### src/rtl/led_pattern_gen.sv
`timescale 1ns/1ps
// Five-LED pattern generator: off, on, blink, PWM breathe and one-hot chase.
// Pattern timing comes from an internal prescaled tick; LED drives are registered.
module led_pattern_gen #(
  parameter int PRESCALE    = 12000,
  parameter int PWM_BITS    = 8,
  parameter int STEP_TICKS  = 4,
  parameter int BLINK_TICKS = 500
) (
  input  logic       CLK,
  input  logic       RSTN,
  input  logic [2:0] MODE_IN,
  input  logic       MODE_LD,
  output logic [2:0] MODE,
  output logic       TICK,
  output logic       LED0,
  output logic       LED1,
  output logic       LED2,
  output logic       LED3,
  output logic       LED4
);

  typedef enum logic [2:0] {
    M_OFF     = 3'd0,
    M_ON      = 3'd1,
    M_BLINK   = 3'd2,
    M_BREATHE = 3'd3,
    M_CHASE   = 3'd4
  } mode_t;

  localparam int PRE_W    = (PRESCALE > 1) ? $clog2(PRESCALE) : 1;
  localparam int STEP_MAX = (STEP_TICKS > BLINK_TICKS) ? STEP_TICKS : BLINK_TICKS;
  localparam int STEP_W   = (STEP_MAX > 1) ? $clog2(STEP_MAX) : 1;

  localparam logic [PRE_W-1:0]    PRE_LAST   = PRE_W'(PRESCALE - 1);
  localparam logic [PRE_W-1:0]    PRE_ONE    = PRE_W'(1'b1);
  localparam logic [STEP_W-1:0]   STEP_LAST  = STEP_W'(STEP_TICKS - 1);
  localparam logic [STEP_W-1:0]   BLINK_LAST = STEP_W'(BLINK_TICKS - 1);
  localparam logic [STEP_W-1:0]   STEP_ONE   = STEP_W'(1'b1);
  localparam logic [PWM_BITS-1:0] B_ONE      = PWM_BITS'(1'b1);
  localparam logic [PWM_BITS-1:0] B_MAX      = {PWM_BITS{1'b1}};
  localparam logic [PWM_BITS-1:0] B_NEAR_MAX = B_MAX - B_ONE;

  mode_t               mode_r;
  logic [PRE_W-1:0]    pre_r;
  logic [PRE_W-1:0]    pre_nxt_s;
  logic                tick_r;
  logic [PWM_BITS-1:0] pwm_r;
  logic [PWM_BITS-1:0] bright_r;
  logic [PWM_BITS-1:0] bright_nxt_s;
  logic                dir_down_r;
  logic                dir_down_nxt_s;
  logic [STEP_W-1:0]   step_r;
  logic [STEP_W-1:0]   step_nxt_s;
  logic                phase_r;
  logic                phase_nxt_s;
  logic [2:0]          pos_r;
  logic [2:0]          pos_nxt_s;
  logic [4:0]          led_r;
  logic [4:0]          led_nxt_s;
  logic                load_s;

  // Out-of-range mode requests are dropped without touching any state.
  assign load_s = MODE_LD & (MODE_IN <= 3'd4);

  // Prescaler next count; a load restarts the tick period.
  always_comb begin
    pre_nxt_s = pre_r;
    if (load_s) begin
      pre_nxt_s = {PRE_W{1'b0}};
    end else if (pre_r == PRE_LAST) begin
      pre_nxt_s = {PRE_W{1'b0}};
    end else begin
      pre_nxt_s = pre_r + PRE_ONE;
    end
  end

  // Pattern state next values; a load takes priority over a coincident tick.
  always_comb begin
    step_nxt_s     = step_r;
    phase_nxt_s    = phase_r;
    pos_nxt_s      = pos_r;
    bright_nxt_s   = bright_r;
    dir_down_nxt_s = dir_down_r;
    if (load_s) begin
      step_nxt_s     = {STEP_W{1'b0}};
      phase_nxt_s    = 1'b0;
      pos_nxt_s      = 3'd0;
      bright_nxt_s   = {PWM_BITS{1'b0}};
      dir_down_nxt_s = 1'b0;
    end else if (tick_r) begin
      case (mode_r)
        M_BLINK: begin
          if (step_r == BLINK_LAST) begin
            step_nxt_s  = {STEP_W{1'b0}};
            phase_nxt_s = ~phase_r;
          end else begin
            step_nxt_s = step_r + STEP_ONE;
          end
        end
        M_BREATHE: begin
          if (step_r == STEP_LAST) begin
            step_nxt_s = {STEP_W{1'b0}};
            // Direction flips on arrival at an endpoint so it is never repeated.
            if (!dir_down_r) begin
              bright_nxt_s = bright_r + B_ONE;
              if (bright_r == B_NEAR_MAX) begin
                dir_down_nxt_s = 1'b1;
              end else begin
                dir_down_nxt_s = dir_down_r;
              end
            end else begin
              bright_nxt_s = bright_r - B_ONE;
              if (bright_r == B_ONE) begin
                dir_down_nxt_s = 1'b0;
              end else begin
                dir_down_nxt_s = dir_down_r;
              end
            end
          end else begin
            step_nxt_s = step_r + STEP_ONE;
          end
        end
        M_CHASE: begin
          if (step_r == BLINK_LAST) begin
            step_nxt_s = {STEP_W{1'b0}};
            if (pos_r == 3'd4) begin
              pos_nxt_s = 3'd0;
            end else begin
              pos_nxt_s = pos_r + 3'd1;
            end
          end else begin
            step_nxt_s = step_r + STEP_ONE;
          end
        end
        default: begin
          step_nxt_s = step_r;
        end
      endcase
    end else begin
      step_nxt_s = step_r;
    end
  end

  // LED levels decoded from the current pattern state.
  always_comb begin
    led_nxt_s = 5'b00000;
    case (mode_r)
      M_OFF:     led_nxt_s = 5'b00000;
      M_ON:      led_nxt_s = 5'b11111;
      M_BLINK:   led_nxt_s = {5{phase_r}};
      M_BREATHE: led_nxt_s = {5{pwm_r < bright_r}};
      M_CHASE:   led_nxt_s = 5'b00001 << pos_r;
      default:   led_nxt_s = 5'b00000;
    endcase
  end

  // All state and output registers.
  always_ff @(posedge CLK or negedge RSTN) begin
    if (!RSTN) begin
      mode_r     <= M_OFF;
      pre_r      <= {PRE_W{1'b0}};
      tick_r     <= 1'b0;
      pwm_r      <= {PWM_BITS{1'b0}};
      bright_r   <= {PWM_BITS{1'b0}};
      dir_down_r <= 1'b0;
      step_r     <= {STEP_W{1'b0}};
      phase_r    <= 1'b0;
      pos_r      <= 3'd0;
      led_r      <= 5'b00000;
    end else begin
      if (load_s) begin
        mode_r <= mode_t'(MODE_IN);
      end else begin
        mode_r <= mode_r;
      end
      pre_r      <= pre_nxt_s;
      tick_r     <= (pre_nxt_s == PRE_LAST);
      pwm_r      <= pwm_r + B_ONE;
      bright_r   <= bright_nxt_s;
      dir_down_r <= dir_down_nxt_s;
      step_r     <= step_nxt_s;
      phase_r    <= phase_nxt_s;
      pos_r      <= pos_nxt_s;
      led_r      <= led_nxt_s;
    end
  end

  assign MODE = mode_r;
  assign TICK = tick_r;
  assign LED0 = led_r[0];
  assign LED1 = led_r[1];
  assign LED2 = led_r[2];
  assign LED3 = led_r[3];
  assign LED4 = led_r[4];

endmodule

### config.mk
export PLATFORM = sky130hd
export DESIGN_NAME = led_pattern_gen
export DESIGN_NICKNAME = d
export VERILOG_FILES = /design/src/rtl/led_pattern_gen.sv
export SDC_FILE = /design/constraint.sdc
export NUM_CORES = 1
export LEC_CHECK = 0
export CAP_MARGIN = 20
export CORE_ASPECT_RATIO = 1.2
export CORE_UTILIZATION = 45
export CTS_BUF_LIST = sky130_fd_sc_hd__clkbuf_8
export CTS_CLUSTER_DIAMETER = 50
export CTS_CLUSTER_SIZE = 40
export DETAILED_ROUTE_END_ITERATION = 8
export GPL_TIMING_DRIVEN = 1
export MAX_ROUTING_LAYER = met4
export PLACE_DENSITY = 0.66
export SYNTH_ARGS = -nofsm -noshare
export SYNTH_HDL_FRONTEND = slang
export SYNTH_SLANG_ARGS = --single-unit
### constraint.sdc
create_clock -name CLK -period 3.6 [get_ports CLK]
set_input_delay 0.36 -clock CLK [delete_from_list [all_inputs] [get_ports CLK]]
set_output_delay 0.36 -clock CLK [all_outputs]
set_load 0.01 [all_outputs]
-- Word level (Yosys, flattened, before mapping)
Cells that the tools add are included.
- magnitude comparators: 2
- eq/ne operators: 11
- muxes and demuxes: 29
- bitwise logic cells: 2
- shift-type cells: 1
- reduce and logical (&&, ||, !) cells: 12
- $add $sub $neg: 6
- operators with widths (kind ; number):
    2-to-1 mux 8 bit ; 5
    2-to-1 mux 9 bit ; 4
    equality test 14 bit, second input constant ; 2
    2-to-1 mux 14 bit ; 2
    case mux 5 bit (4 select lines) ; 1
    case mux 9 bit (2 select lines) ; 1
    adder 8 x 1 -> 8 bit, second input constant ; 2
    2-to-1 mux 3 bit ; 5
    adder 14 x 1 -> 14 bit, second input constant ; 1
    nonzero test 2 bit ; 6
    2-to-1 mux 1 bit ; 11
    adder 9 x 1 -> 9 bit, second input constant ; 1
    equality test 9 x 2 -> 1 bit, second input constant ; 1
    equality test 9 bit, second input constant ; 1
    AND reduction 3 bit ; 3
    equality test 8 x 1 -> 1 bit, second input constant ; 1
    equality test 8 bit, second input constant ; 1
    < comparator 8 bit ; 1
    subtractor 8 x 1 -> 8 bit, second input constant ; 1
    equality test 3 x 2 -> 1 bit, second input constant ; 2
    equality test 3 bit, second input constant ; 2
    << shifter 1 x 3 -> 5 bit, first input constant ; 1
    adder 3 x 1 -> 3 bit, second input constant ; 1
    equality test 3 x 1 -> 1 bit, second input constant ; 1
    6 further kinds ; 6
- logic and storage cells: 73
- output and inout bits: 9
- register bits after elaboration: 53

-- Logic depth before layout (Yosys ltp)
- depth in word-level cells: 7
- gate-level depth with buffers: 8
- depth with buffers taken out: 7

-- Least setup slack after synthesis
OpenSTA, ideal clock, no wires.
- path kind: register to register
- start point: register pre_r[0]
- end point: register pre_r[10]
- required time: 3.475 ns
- path slack: 1.599 ns
- path buffers: 1
- cell stages (with the launch flop): 7
- arrival: 1.876 ns
- clock period less this slack: 2.001 ns
- cells stage by stage: dfrtp_1 > ha_1 > nand3_1 > or4_1 > o41ai_2 > buf_4 > nor2_1
- cells in the longest elaborated chain, start to end: 3
- elaborated cells between the ends (all ways): 4
- those cells by class: 1 x add/sub; 1 x eq/ne; 2 x mux
- RTL lines (element ; RTL line ; source):
    from (decl) ; 45 ; logic [PRE_W-1:0] pre_r;
    from (signal assigned) ; 162 ; pre_r <= {PRE_W{1'b0}};
    from (signal assigned) ; 177 ; pre_r <= pre_nxt_s;
    adder 14 x 1 -> 14 bit or equality test 14 bit (tied branches) ; 74, 71 ;
    2-to-1 mux 14 bit (*) ; 71 ; end else if (pre_r == PRE_LAST) begin
    2-to-1 mux 14 bit (*) ; 69 ; if (load_s) begin
    net pre_nxt_s[10] ; 46 ; logic [PRE_W-1:0] pre_nxt_s;
Mark *: on every way through the listed nets, which the timed path passes. The rest lies on a longest branch.
A chain may end at the register's enable or synchronous reset.

-- Worst setup path in the final report
- start point: register step_r[0]
- end point: register bright_r[3]
- cells in the longest elaborated chain, start to end: 3
- RTL lines (element ; RTL line ; source):
    from (decl) ; 53 ; logic [STEP_W-1:0] step_r;
    from (signal assigned) ; 167 ; step_r <= {STEP_W{1'b0}};
    from (signal assigned) ; 182 ; step_r <= step_nxt_s;
    equality test 9 x 2 -> 1 bit ; 102 ; if (step_r == STEP_LAST) begin
    nonzero test 2 bit (no line) ; -- ;
    AND reduction 3 bit (no line) ; -- ;
    to (signal assigned) ; 165 ; bright_r <= {PWM_BITS{1'b0}};
    to (signal assigned) ; 180 ; bright_r <= bright_nxt_s;
    to (decl) ; 49 ; logic [PWM_BITS-1:0] bright_r;
No other way between the ends.

==> results.tsv <==
metric	value	unit
cp-end-kind	flip-flop	
cp_max_fo	11	
cts_hold_buf	0	
path_cells	ha_1 > nand2_1 > nor4b_1 > and4_1 > o21ai_0 > xnor2_1 > nor2_1	
slowest_delay	0.50	ns
vias	2203	
grt_overflow	0	
hold_ws	0.0122	ns
drt-initial-drc-count	119	
clk_latency	0.30	ns
critPathSlowestCell	and4_1	
cts_resized	0	
reg2reg_to	bright_r[3]	
port_buffers	14	
clkTransAtPathRegs	0.10	ns
arrival	2.39	ns
tns	0	ns
row_count	31	
async_flop_share	100	%
drc	0	
grt_pass1_wl	9.85	mm
synth-edff-count	0	
power_density	362	nW/µm²
skew	0.00732	ns
ys.warnings.count	0	
core	6130	µm²
grt_usage	19.0	%
worstMarginPinSlew	0.663	ns
slew_viol_final	0	
die_height	90.0	µm
grt_max_degree	33	
ys.flop_type	dfrtp_1	
syn_nets	333	
hold_class	input pin to async pin	
critPathCapture	bright_r[3]	
syn_area	2910	µm²
area_growth	12.1	%
grt_setup_unrepaired	no	
netlist_instances	308	
firstDrtPassIters	4	
hold_violations	0	
cts.sinks	53	
die_x	75.4	µm
r2r_cells	7	
fillers	601	
post_dp_cell_area	3140	µm²
start_kind	flip-flop	
startpoint	step_r[0]	
synth.distinct_cells	47	
numCtsBuffers	5	
slew_headroom	55.4	%
ys_ff_latch	53	
drv_cap	0	
grt_pass1_vias	2216	
power_leakage	0.00142	µW
ant_nets	0	
ios	15	
dp_hpwl	4.13	mm
dieArea	6780	µm²
nNetsFinal	352	
cts_max_path_buffers	2	
critPathKind	flip-flop to flip-flop	
wl_per_cell	13.5	µm
gp_congestion	0.844	
setup_viol	0	
cts-htree-levels	2	
antenna_found_initial	0	
yosysSeqAreaShare	45.7	%
cts_setup_buffers	0	
fin_area	3260	µm²
max_freq	456	MHz
crit_required	3.79	ns
initial_core_util	47.4	%
drive_above_1_share	6.10	%
antenna_cells	0	
irDropWorstVdd	0.000185	V
regToRegSetupSlack	1.41	ns
routed_wl	5.53	mm
cts_root_buffer	clkbuf_8	
regToRegStartpoint	step_r[0]	
layout_min_cycle_time	2.19	ns
cts_tree	yes	
synth_area_per_cell	9.43	µm²
drt-vias-per-instance	5.37	
status	completed	
finalCritPeriodShare	60.9	%
[cell usage after synthesis (3+ instances only)]
| cell type | instances | area, µm² |
|---|---|---|
| nor3_1 | 5 | 25.0 |
| nand2_1 | 44 | 165 |
| or3_1 | 5 | 31.3 |
| nand4_1 | 4 | 25.0 |
| nand3_1 | 15 | 75.1 |
| nor2b_1 | 3 | 18.8 |
| nor2_1 | 36 | 135 |
| clkbuf_1 | 3 | 11.3 |
| o31ai_1 | 4 | 30.0 |
| ha_1 | 19 | 238 |
| xnor2_1 | 21 | 184 |
| o21ai_0 | 10 | 50.1 |
| and4_1 | 3 | 26.3 |
| dfrtp_1 | 53 | 1330 |
| inv_1 | 17 | 63.8 |
| or4_1 | 4 | 30.0 |
| a21oi_1 | 8 | 40.0 |
| xor2_1 | 11 | 96.3 |
| and3_1 | 4 | 25.0 |
| and2_1 | 3 | 18.8 |
[layer usage]
layer	wire length (µm)	global-route usage, %	vias up	part of all wire [%]
met2	2800	30.7	32	51
met4	55	5.40	0	0.99
met3	158	3.03	4	2.9
met5	0	-	-	0
met1	2520	24.4	1076	45
li1	-	-	1091	-
[flip-flops by register name (all words and copies together), names as in the netlist]
| signal | cells |
|---|---|
| led_r | 5 |
| pre_r | 14 |
| dir_down_r | 1 |
| MODE | 3 |
| TICK | 1 |
| pos_r | 3 |
| pwm_r | 8 |
| step_r | 9 |
| bright_r | 8 |
| phase_r | 1 |
[placed cells by master (no fill, tap or decap), types with 4 or more instances in the layout]
cell type,count
a21oi_1,8
ha_1,19
and3_1,4
nand3_1,15
o21ai_0,10
clkbuf_8,6
or4_1,4
nand2_1,44
or3_1,5
xnor2_1,21
inv_1,18
nor2_1,36
nor3_1,5
dfrtp_1,53
o31ai_1,4
clkdlybuf4s50_1,13
xor2_1,11
nand4_1,4
[how the worst min path moves through the flow]
stage / to / slack (ns) / depth (start not counted)
3_3_place_gp: pwm_r[2] / 0.37 / 1
5_1_grt: pwm_r[2] / 0.04 / 1
6_report: pwm_r[2] / 0.01 / 1
2_1_floorplan: MODE[0] / 0.06 / 0
3_5_place_dp: pwm_r[2] / 0.37 / 1
4_1_cts: pwm_r[2] / 0.03 / 1
[metrics by stage]
step | power (µW) | utilization, % | std cells | setup slack [ns]
4_1_cts | 1200 | 53.2 | 410 | 1.41
5_1_grt | 1240 | 53.2 | 410 | 1.19
3_5_place_dp | 783 | 51.3 | 402 | 1.21
2_1_floorplan | 719 | - | 308 | 1.60
3_3_place_gp | 781 | 51.3 | 402 | 1.24
6_report | 1180 | 53.2 | 410 | 1.41
[critical path: cells and delay by family (launching register included)]
kind                     cells  cell delay [ns]
AO/OA/AOI/OAI                1             0.19
XOR/XNOR                     1             0.17
adder cells (fa/ha/maj)      1             0.25
flip-flops                   1             0.43
AND/OR/NAND/NOR              4             1.05
[logic make-up after synthesis]
kind of cell / Yosys count / synth area share (%)
buf+inv: 22 / 3.01
flops: 53 / 45.7
simple gates: 143 / 24.6
mux: 1 / 0.388
compound gates: 38 / 8.53
xor+xnor: 32 / 9.65
fa+ha+maj: 19 / 8.18
[cell type report]
class / instances / area [µm²] / share of cell area [%]
inverter: 17 / 63.8 / 1.96
timing repair buffer: 17 / 158 / 4.84
clock buffer: 6 / 82.6 / 2.53
tap: 82 / 103 / 3.15
sequential: 53 / 1330 / 40.7
multi-input combinational: 233 / 1490 / 45.8
clock inverter: 2 / 33.8 / 1.04
[power by group]
group          total, µW  switching, µW  internal, µW
combinational        119           63.5          55.7
clock                414            190           224
sequential           648           28.7           619
total               1180            282           899
(Power assumes the default switching activity.)
